## config.mk

```make
export PLATFORM = sky130hd
export DESIGN_NAME = particle_plotter_flat
export DESIGN_NICKNAME = d
export VERILOG_FILES = /design/src/rtl/draw_pkg.sv /design/src/rtl/particle_plotter_if.sv /design/src/rtl/particle_plotter.sv /design/src/flat_wrapper.sv
export SDC_FILE = /design/constraint.sdc
export NUM_CORES = 1
export LEC_CHECK = 0
export CAP_MARGIN = 20
export CORE_MARGIN = 2
export CORE_UTILIZATION = 50
export DETAILED_ROUTE_END_ITERATION = 10
export PLACE_DENSITY = 0.74
export SLEW_MARGIN = 20
export SYNTH_ARGS = -nofsm -noshare
export SYNTH_HDL_FRONTEND = slang
export SYNTH_SLANG_ARGS = --single-unit
```

## constraint.sdc

```tcl
create_clock -name clk -period 13.9 [get_ports clk]
set_clock_uncertainty 0.2 [all_clocks]
set_input_delay 2.78 -clock clk [delete_from_list [all_inputs] [get_ports clk]]
set_output_delay 2.78 -clock clk [all_outputs]
set_load 0.005 [all_outputs]
```

## src/rtl/draw_pkg.sv

```systemverilog
// Shared definitions for the VGA draw path.
// Plotter FSM states and default framebuffer geometry.
package draw_pkg;

  typedef enum logic [2:0] {
    IDLE,
    CLEAR,
    FETCH,
    WAIT,
    PLOT,
    DONE
  } plot_state_t;

  localparam int DRAW_WIDTH_DEF  = 640;
  localparam int DRAW_HEIGHT_DEF = 480;

endpackage

```

## src/rtl/particle_plotter_if.sv

```systemverilog
// Particle store read port and framebuffer write port
// of the particle plotter.
interface particle_plotter_if #(
  parameter int DRAW_ADDRW = 19,
  parameter int PART_ADDRW = 6
);

  logic [PART_ADDRW-1:0] part_addr;
  logic [9:0]            part_x;
  logic [9:0]            part_y;
  logic [DRAW_ADDRW-1:0] draw_addr_write;
  logic                  draw_data_in;
  logic                  draw_we;

  modport master (
    output part_addr,
    input  part_x,
    input  part_y,
    output draw_addr_write,
    output draw_data_in,
    output draw_we
  );

  modport slave (
    input  part_addr,
    output part_x,
    output part_y,
    input  draw_addr_write,
    input  draw_data_in,
    input  draw_we
  );

endinterface

```

## src/rtl/particle_plotter.sv

```systemverilog
// Frame renderer: clears the 1-bit framebuffer, then plots
// every particle as a DOT_SIZE x DOT_SIZE white square.
module particle_plotter
  import draw_pkg::*;
#(
  parameter int DRAW_WIDTH  = DRAW_WIDTH_DEF,
  parameter int DRAW_HEIGHT = DRAW_HEIGHT_DEF,
  parameter int DRAW_SIZE   = DRAW_WIDTH * DRAW_HEIGHT,
  parameter int DRAW_ADDRW  = $clog2(DRAW_SIZE),
  parameter int N_PART      = 64,
  parameter int PART_ADDRW  = (N_PART > 1) ? $clog2(N_PART) : 1,
  parameter int DOT_SIZE    = 2
) (
  input  logic               clk,
  input  logic               reset_n,
  input  logic               start,
  particle_plotter_if.master bus,
  output logic               busy,
  output logic               done
);

  localparam int DOTW = (DOT_SIZE > 1) ? $clog2(DOT_SIZE) : 1;

  localparam logic [10:0] W11 = 11'(DRAW_WIDTH);
  localparam logic [10:0] H11 = 11'(DRAW_HEIGHT);

  localparam logic [DRAW_ADDRW-1:0] LAST_ADDR =
    DRAW_ADDRW'(DRAW_SIZE - 1);
  localparam logic [DRAW_ADDRW-1:0] ROW_STEP =
    DRAW_ADDRW'(DRAW_WIDTH);
  localparam logic [PART_ADDRW-1:0] LAST_PART =
    PART_ADDRW'(N_PART - 1);
  localparam logic [DOTW-1:0] LAST_D = DOTW'(DOT_SIZE - 1);

  plot_state_t state, state_n;

  logic [DRAW_ADDRW-1:0] clr_q, clr_n;
  logic [PART_ADDRW-1:0] p_q, p_n;
  logic [9:0]            x0_q, x0_n;
  logic [9:0]            y0_q, y0_n;
  logic [DOTW-1:0]       dx_q, dx_n;
  logic [DOTW-1:0]       dy_q, dy_n;
  logic [DRAW_ADDRW-1:0] rb_q, rb_n;

  logic [DRAW_ADDRW-1:0] addr_q, addr_n;
  logic                  data_q, data_n;
  logic                  we_q, we_n;
  logic                  busy_n, done_n;

  logic                  pix;
  logic [10:0]           px, py;

  // Every output register is loaded with what the next state drives.
  always_comb begin
    state_n = state;
    clr_n   = clr_q;
    p_n     = p_q;
    x0_n    = x0_q;
    y0_n    = y0_q;
    dx_n    = dx_q;
    dy_n    = dy_q;
    rb_n    = rb_q;
    we_n    = 1'b0;
    data_n  = 1'b0;
    addr_n  = '0;
    pix     = 1'b0;

    unique case (state)
      IDLE: begin
        if (start) begin
          state_n = CLEAR;
          clr_n   = '0;
          we_n    = 1'b1;
        end
      end
      CLEAR: begin
        if (clr_q == LAST_ADDR) begin
          state_n = FETCH;
          p_n     = '0;
        end else begin
          clr_n  = clr_q + 1'b1;
          addr_n = clr_q + 1'b1;
          we_n   = 1'b1;
        end
      end
      FETCH: state_n = WAIT;
      WAIT: begin
        state_n = PLOT;
        x0_n    = bus.part_x;
        y0_n    = bus.part_y;
        dx_n    = '0;
        dy_n    = '0;
        rb_n    = DRAW_ADDRW'(32'(bus.part_y) * 32'(DRAW_WIDTH));
        pix     = 1'b1;
      end
      PLOT: begin
        if (dx_q == LAST_D && dy_q == LAST_D) begin
          if (p_q == LAST_PART) begin
            state_n = DONE;
          end else begin
            state_n = FETCH;
            p_n     = p_q + 1'b1;
          end
        end else begin
          pix = 1'b1;
          if (dx_q == LAST_D) begin
            dx_n = '0;
            dy_n = dy_q + 1'b1;
            rb_n = rb_q + ROW_STEP;
          end else begin
            dx_n = dx_q + 1'b1;
          end
        end
      end
      DONE:    state_n = IDLE;
      default: state_n = IDLE;
    endcase

    // 11-bit sums so an edge particle clips instead of wrapping.
    px = {1'b0, x0_n} + 11'(dx_n);
    py = {1'b0, y0_n} + 11'(dy_n);
    if (pix && px < W11 && py < H11) begin
      we_n   = 1'b1;
      data_n = 1'b1;
      addr_n = rb_n + DRAW_ADDRW'(px);
    end

    busy_n = (state_n != IDLE) && (state_n != DONE);
    done_n = (state_n == DONE);
  end

  always_ff @(posedge clk or negedge reset_n) begin
    if (!reset_n) begin
      state  <= IDLE;
      clr_q  <= '0;
      p_q    <= '0;
      x0_q   <= '0;
      y0_q   <= '0;
      dx_q   <= '0;
      dy_q   <= '0;
      rb_q   <= '0;
      addr_q <= '0;
      data_q <= 1'b0;
      we_q   <= 1'b0;
      busy   <= 1'b0;
      done   <= 1'b0;
    end else begin
      state  <= state_n;
      clr_q  <= clr_n;
      p_q    <= p_n;
      x0_q   <= x0_n;
      y0_q   <= y0_n;
      dx_q   <= dx_n;
      dy_q   <= dy_n;
      rb_q   <= rb_n;
      addr_q <= addr_n;
      data_q <= data_n;
      we_q   <= we_n;
      busy   <= busy_n;
      done   <= done_n;
    end
  end

  assign bus.part_addr       = p_q;
  assign bus.draw_addr_write = addr_q;
  assign bus.draw_data_in    = data_q;
  assign bus.draw_we         = we_q;

endmodule
```

## src/flat_wrapper.sv

```systemverilog
// flat-port wrapper written by rule: the top's interface ports become plain ports
module particle_plotter_flat import draw_pkg::*;
#(
  parameter int DRAW_WIDTH  = DRAW_WIDTH_DEF,
  parameter int DRAW_HEIGHT = DRAW_HEIGHT_DEF,
  parameter int DRAW_SIZE   = DRAW_WIDTH * DRAW_HEIGHT,
  parameter int DRAW_ADDRW  = $clog2(DRAW_SIZE),
  parameter int N_PART      = 64,
  parameter int PART_ADDRW  = (N_PART > 1) ? $clog2(N_PART) : 1,
  parameter int DOT_SIZE    = 2
)
  (clk, reset_n, start, busy, done, bus_part_addr, bus_part_x, bus_part_y, bus_draw_addr_write, bus_draw_data_in, bus_draw_we);
  particle_plotter_if #(.DRAW_ADDRW(DRAW_ADDRW), .PART_ADDRW(PART_ADDRW)) bus_i ();
  input  logic clk;
  input  logic reset_n;
  input  logic start;
  output logic busy;
  output logic done;
  output wire logic [$bits(bus_i.part_addr)-1:0] bus_part_addr;
  input wire logic [$bits(bus_i.part_x)-1:0] bus_part_x;
  input wire logic [$bits(bus_i.part_y)-1:0] bus_part_y;
  output wire logic [$bits(bus_i.draw_addr_write)-1:0] bus_draw_addr_write;
  output wire logic [$bits(bus_i.draw_data_in)-1:0] bus_draw_data_in;
  output wire logic [$bits(bus_i.draw_we)-1:0] bus_draw_we;
  assign bus_part_addr = bus_i.part_addr;
  assign bus_i.part_x = bus_part_x;
  assign bus_i.part_y = bus_part_y;
  assign bus_draw_addr_write = bus_i.draw_addr_write;
  assign bus_draw_data_in = bus_i.draw_data_in;
  assign bus_draw_we = bus_i.draw_we;
  particle_plotter #(.DRAW_WIDTH(DRAW_WIDTH), .DRAW_HEIGHT(DRAW_HEIGHT), .DRAW_SIZE(DRAW_SIZE), .DRAW_ADDRW(DRAW_ADDRW), .N_PART(N_PART), .PART_ADDRW(PART_ADDRW), .DOT_SIZE(DOT_SIZE)) u_core (.clk(clk), .reset_n(reset_n), .start(start), .bus(bus_i), .busy(busy), .done(done));
endmodule
```

==> impl_metrics.json <==
{
  "worstSetupStartpointType": "input pin",
  "hold_end": "u_core.y0_q[1]",
  "drc_errors": 0,
  "finalSetupTns_ps": 0,
  "dpl_worst_slack_ps": 6820,
  "p_leak_nw": 2.93,
  "ys.flop_type": "dfrtp_1",
  "status": "finished clean",
  "grt_pass1_vias": 4647,
  "synthDistinctLibCells": 65,
  "worst_pin_slew_ps": 951,
  "post-synth-top-count-cell": "dfrtp_1",
  "final_nets": 716,
  "cts_tree": "yes",
  "async_flop_share": 1.00,
  "grt.total_usage": 0.227,
  "finalHoldViolCount": 0,
  "synth_seq_cells": 92,
  "critPathSlowestCell": "a2111oi_0",
  "worstSetupEndpointType": "flop",
  "clk_pin_slew_ps": 60,
  "drv_slew": 0,
  "avgRoutedWirePerCell_um": 16.8,
  "use_met1": 0.309,
  "rsz0062_at_grt": "no",
  "avgSynthCellArea_um2": 9.20,
  "yosysSeqAreaShare": 0.407,
  "reg2reg_from": "u_core.state[2]",
  "synth_edf_count": 0,
  "drtAntennaViolNets": 0,
  "clk_latency_ps": 340,
  "start_util": 0.518,
  "io_buffer_count": 51,
  "drt_iter0_markers": 266,
  "cp_data_arrival_time_ps": 6850,
  "reg2reg_slack_ps": 8360,
  "reg2regPathDepth": 14,
  "critPathBufInv": 2,
  "cpPeakStageDelay_ps": 820,
  "gp_congestion": 0.864,
  "worst_slack_ps": 7090,
  "busiest_layer": "met2",
  "postCtsHoldBufs": 0,
  "synth.area.top_cells": "dfrtp_1, ha_1, nand2_1, o21ai_0, xnor2_1",
  "synth_top_cell_by_area": "dfrtp_1",
  "post-dp-hpwl_um": 9940,
  "mappedNetlistArea_mm2": 0.00566,
  "period_share": 0.490,
  "antenna_found_initial": 0,
  "finalSetupViolCount": 0,
  "fp-row-count": 38,
  "grt_pass1_wl_um": 22800,
  "overflow": 0,
  "cts_resized": 0,
  "maxCapViolCount": 0,
  "path_class": "input pin to flop",
  "grt_max_degree": 52,
  "vias": 4735,
  "critPathMaxFanout": 6,
  "worstHoldPathType": "flop to flop",
  "yosys-top-cells-count": "dfrtp_1, nand2_1, o21ai_0",
  "cts_sinks": 92,
  "power.density_mw_per_mm2": 82.7,
  "ios": 52,
  "fin_crit_ps": 6810,
  "die_h_um": 110,
  "peakVddDrop_v": 0.0000493,
  "cts_htree_levels": 3,
  "clockRootBuffer": "clkbuf_16",
  "min-delay-start": "u_core.y0_q[1]",
  "die_x_um": 110,
  "ctsLongestPathBuffers": 2,
  "crit_required_ps": 13940,
  "cts_buffers": 9,
  "slew_headroom": 0.361,
  "yosys_warnings": 0,
  "vias_per_cell": 5.90,
  "synth_top_area_frac": 0.407,
  "grtUsageMet2": 0.373,
  "core-area_mm2": 0.0109,
  "max_freq_mhz": 147,
  "met3_usage": 0.0379,
  "diodes": 0,
  "postCtsSetupRepairBufs": 0,
  "syn_nets": 672,
  "hold_depth": 2,
  "firstDrtPassIters": 5,
  "die-area_mm2": 0.0122,
  "layout-drive-gt1-share": 0.0543,
  "area_growth_pct": 15.6,
  "crit_chain": "clkdlybuf4s50_1 -> nand2_1 -> nand2_1 -> ha_1 -> ha_1 -> nand2_1 -> xnor2_1 -> ha_1 -> and3_1 -> a2111oi_0 -> o21ai_0 -> a31oi_1 -> inv_1 -> and4_1 -> o31ai_1",
  "routed_wl_um": 13500,
  "syn_inst": 615,
  "r2r_end": "u_core.bus.draw_addr_write[17]",
  "critPathTopFamily": "compound AO/OA/AOI/OAI gates"
}
placed cells by master, fill, tap and decap left out, types with 3 or more instances in the layout:
cell             netlist  routed
mux2i_1               10      10
and2_1                12      12
inv_1                 37      37
nand2b_1               3       3
nor2_1                34      34
a21o_1                 5       5
nand2_1               80      80
dfrtp_1               92      92
nor4_1                 7       7
ha_1                  32      32
o41ai_1                3       3
xor2_1                19      19
clkbuf_16              0       9
a21boi_0               5       5
and3b_1                3       3
o32ai_1                3       3
o21ai_0               46      46
nor3_1                 8       8
mux2_2                 5       5
clkdlybuf4s50_1        0      50
and4_1                 4       4
or4_1                  3       3
a22o_1                 3       3
a211oi_1               6       6
a31oi_1                7       7
nand3_1               15      15
nor2b_1                8       8
o31ai_1                6       5
nand4_1               13      13
xnor2_1               25      25
o21a_1                 3       3
a21oi_1               18      18
o22ai_1               13      13
o211ai_1               4       4
buf_4                  0       7
or3_1                  3       3
and3_1                14      14
or2_2                  4       4
stage by stage:
step                 util  power (mW)  hold slack, ps  instance area (µm²)  std cells
floorplan               -       0.300             244                 5660        615
global placement    0.574       0.319             259                 6280        788
detailed placement  0.574       0.320             268                 6280        788
CTS                 0.599       0.546             282                 6550        803
global route        0.599       0.563             309                 6550        803
finish              0.599       0.541             275                 6550        803
registers in the layout, indices dropped and copies added (netlist names):
name	flops
u_core.busy	1
u_core.bus.draw_we	1
u_core.rb_q	19
u_core.x0_q	10
u_core.dy_q	1
u_core.bus.draw_addr_write	19
u_core.state	3
u_core.bus.part_addr	6
u_core.bus.draw_data_in	1
u_core.y0_q	10
u_core.done	1
u_core.dx_q	1
u_core.clr_q	19
layer usage:
layer / up-vias / wire (µm)
met4: 0 / 225
met2: 120 / 6310
met5: - / 0
met3: 16 / 575
li1: 2308 / -
met1: 2291 / 6360
how the worst max path moves through the flow:
stage | start | end | slack [ps] | cells after the start
after floorplan | bus_part_x[0] | u_core.bus.draw_addr_write[17] | 7850 | 14
after global placement | bus_part_x[0] | u_core.bus.draw_addr_write[17] | 6900 | 15
after detailed placement | bus_part_x[0] | u_core.bus.draw_addr_write[17] | 6820 | 15
after CTS | bus_part_x[0] | u_core.bus.draw_addr_write[17] | 7150 | 15
after global routing | bus_part_x[0] | u_core.bus.draw_addr_write[17] | 6720 | 15
final | bus_part_x[0] | u_core.bus.draw_addr_write[17] | 7090 | 15
layout make-up:
type	count	area (µm²)
clock buffers	11	243
clock inverters	4	26.3
fillers	974	4390
inverters	37	139
multi-input cells	462	3110
flip-flops and latches	92	2300
well taps	140	175
repair buffers	57	553
worst min-delay path: cells and delay by family, from the launching register on:
kind	cells	cell delay (ps)
and+or+nand+nor	2	100
DFF	1	340
where the power goes:
group	leakage [nW]	internal, mW	switching, mW
combinational	1.64	0.0198	0.0252
sequential	1.16	0.269	0.00107
clock	0.131	0.125	0.101
total	2.93	0.414	0.127
kinds of logic after synthesis:
logic type,count (synthesis),share of synthesized area
multiplexers,15,0.0276
AO/OA/AOI/OAI,149,0.178
XOR/XNOR,44,0.0681
AND/OR/NAND/NOR,220,0.197
adder cells (fa/ha/maj),34,0.0778
buffers and inverters,61,0.0453
flip-flops,92,0.407
Power figures use the tool's default switching activity.
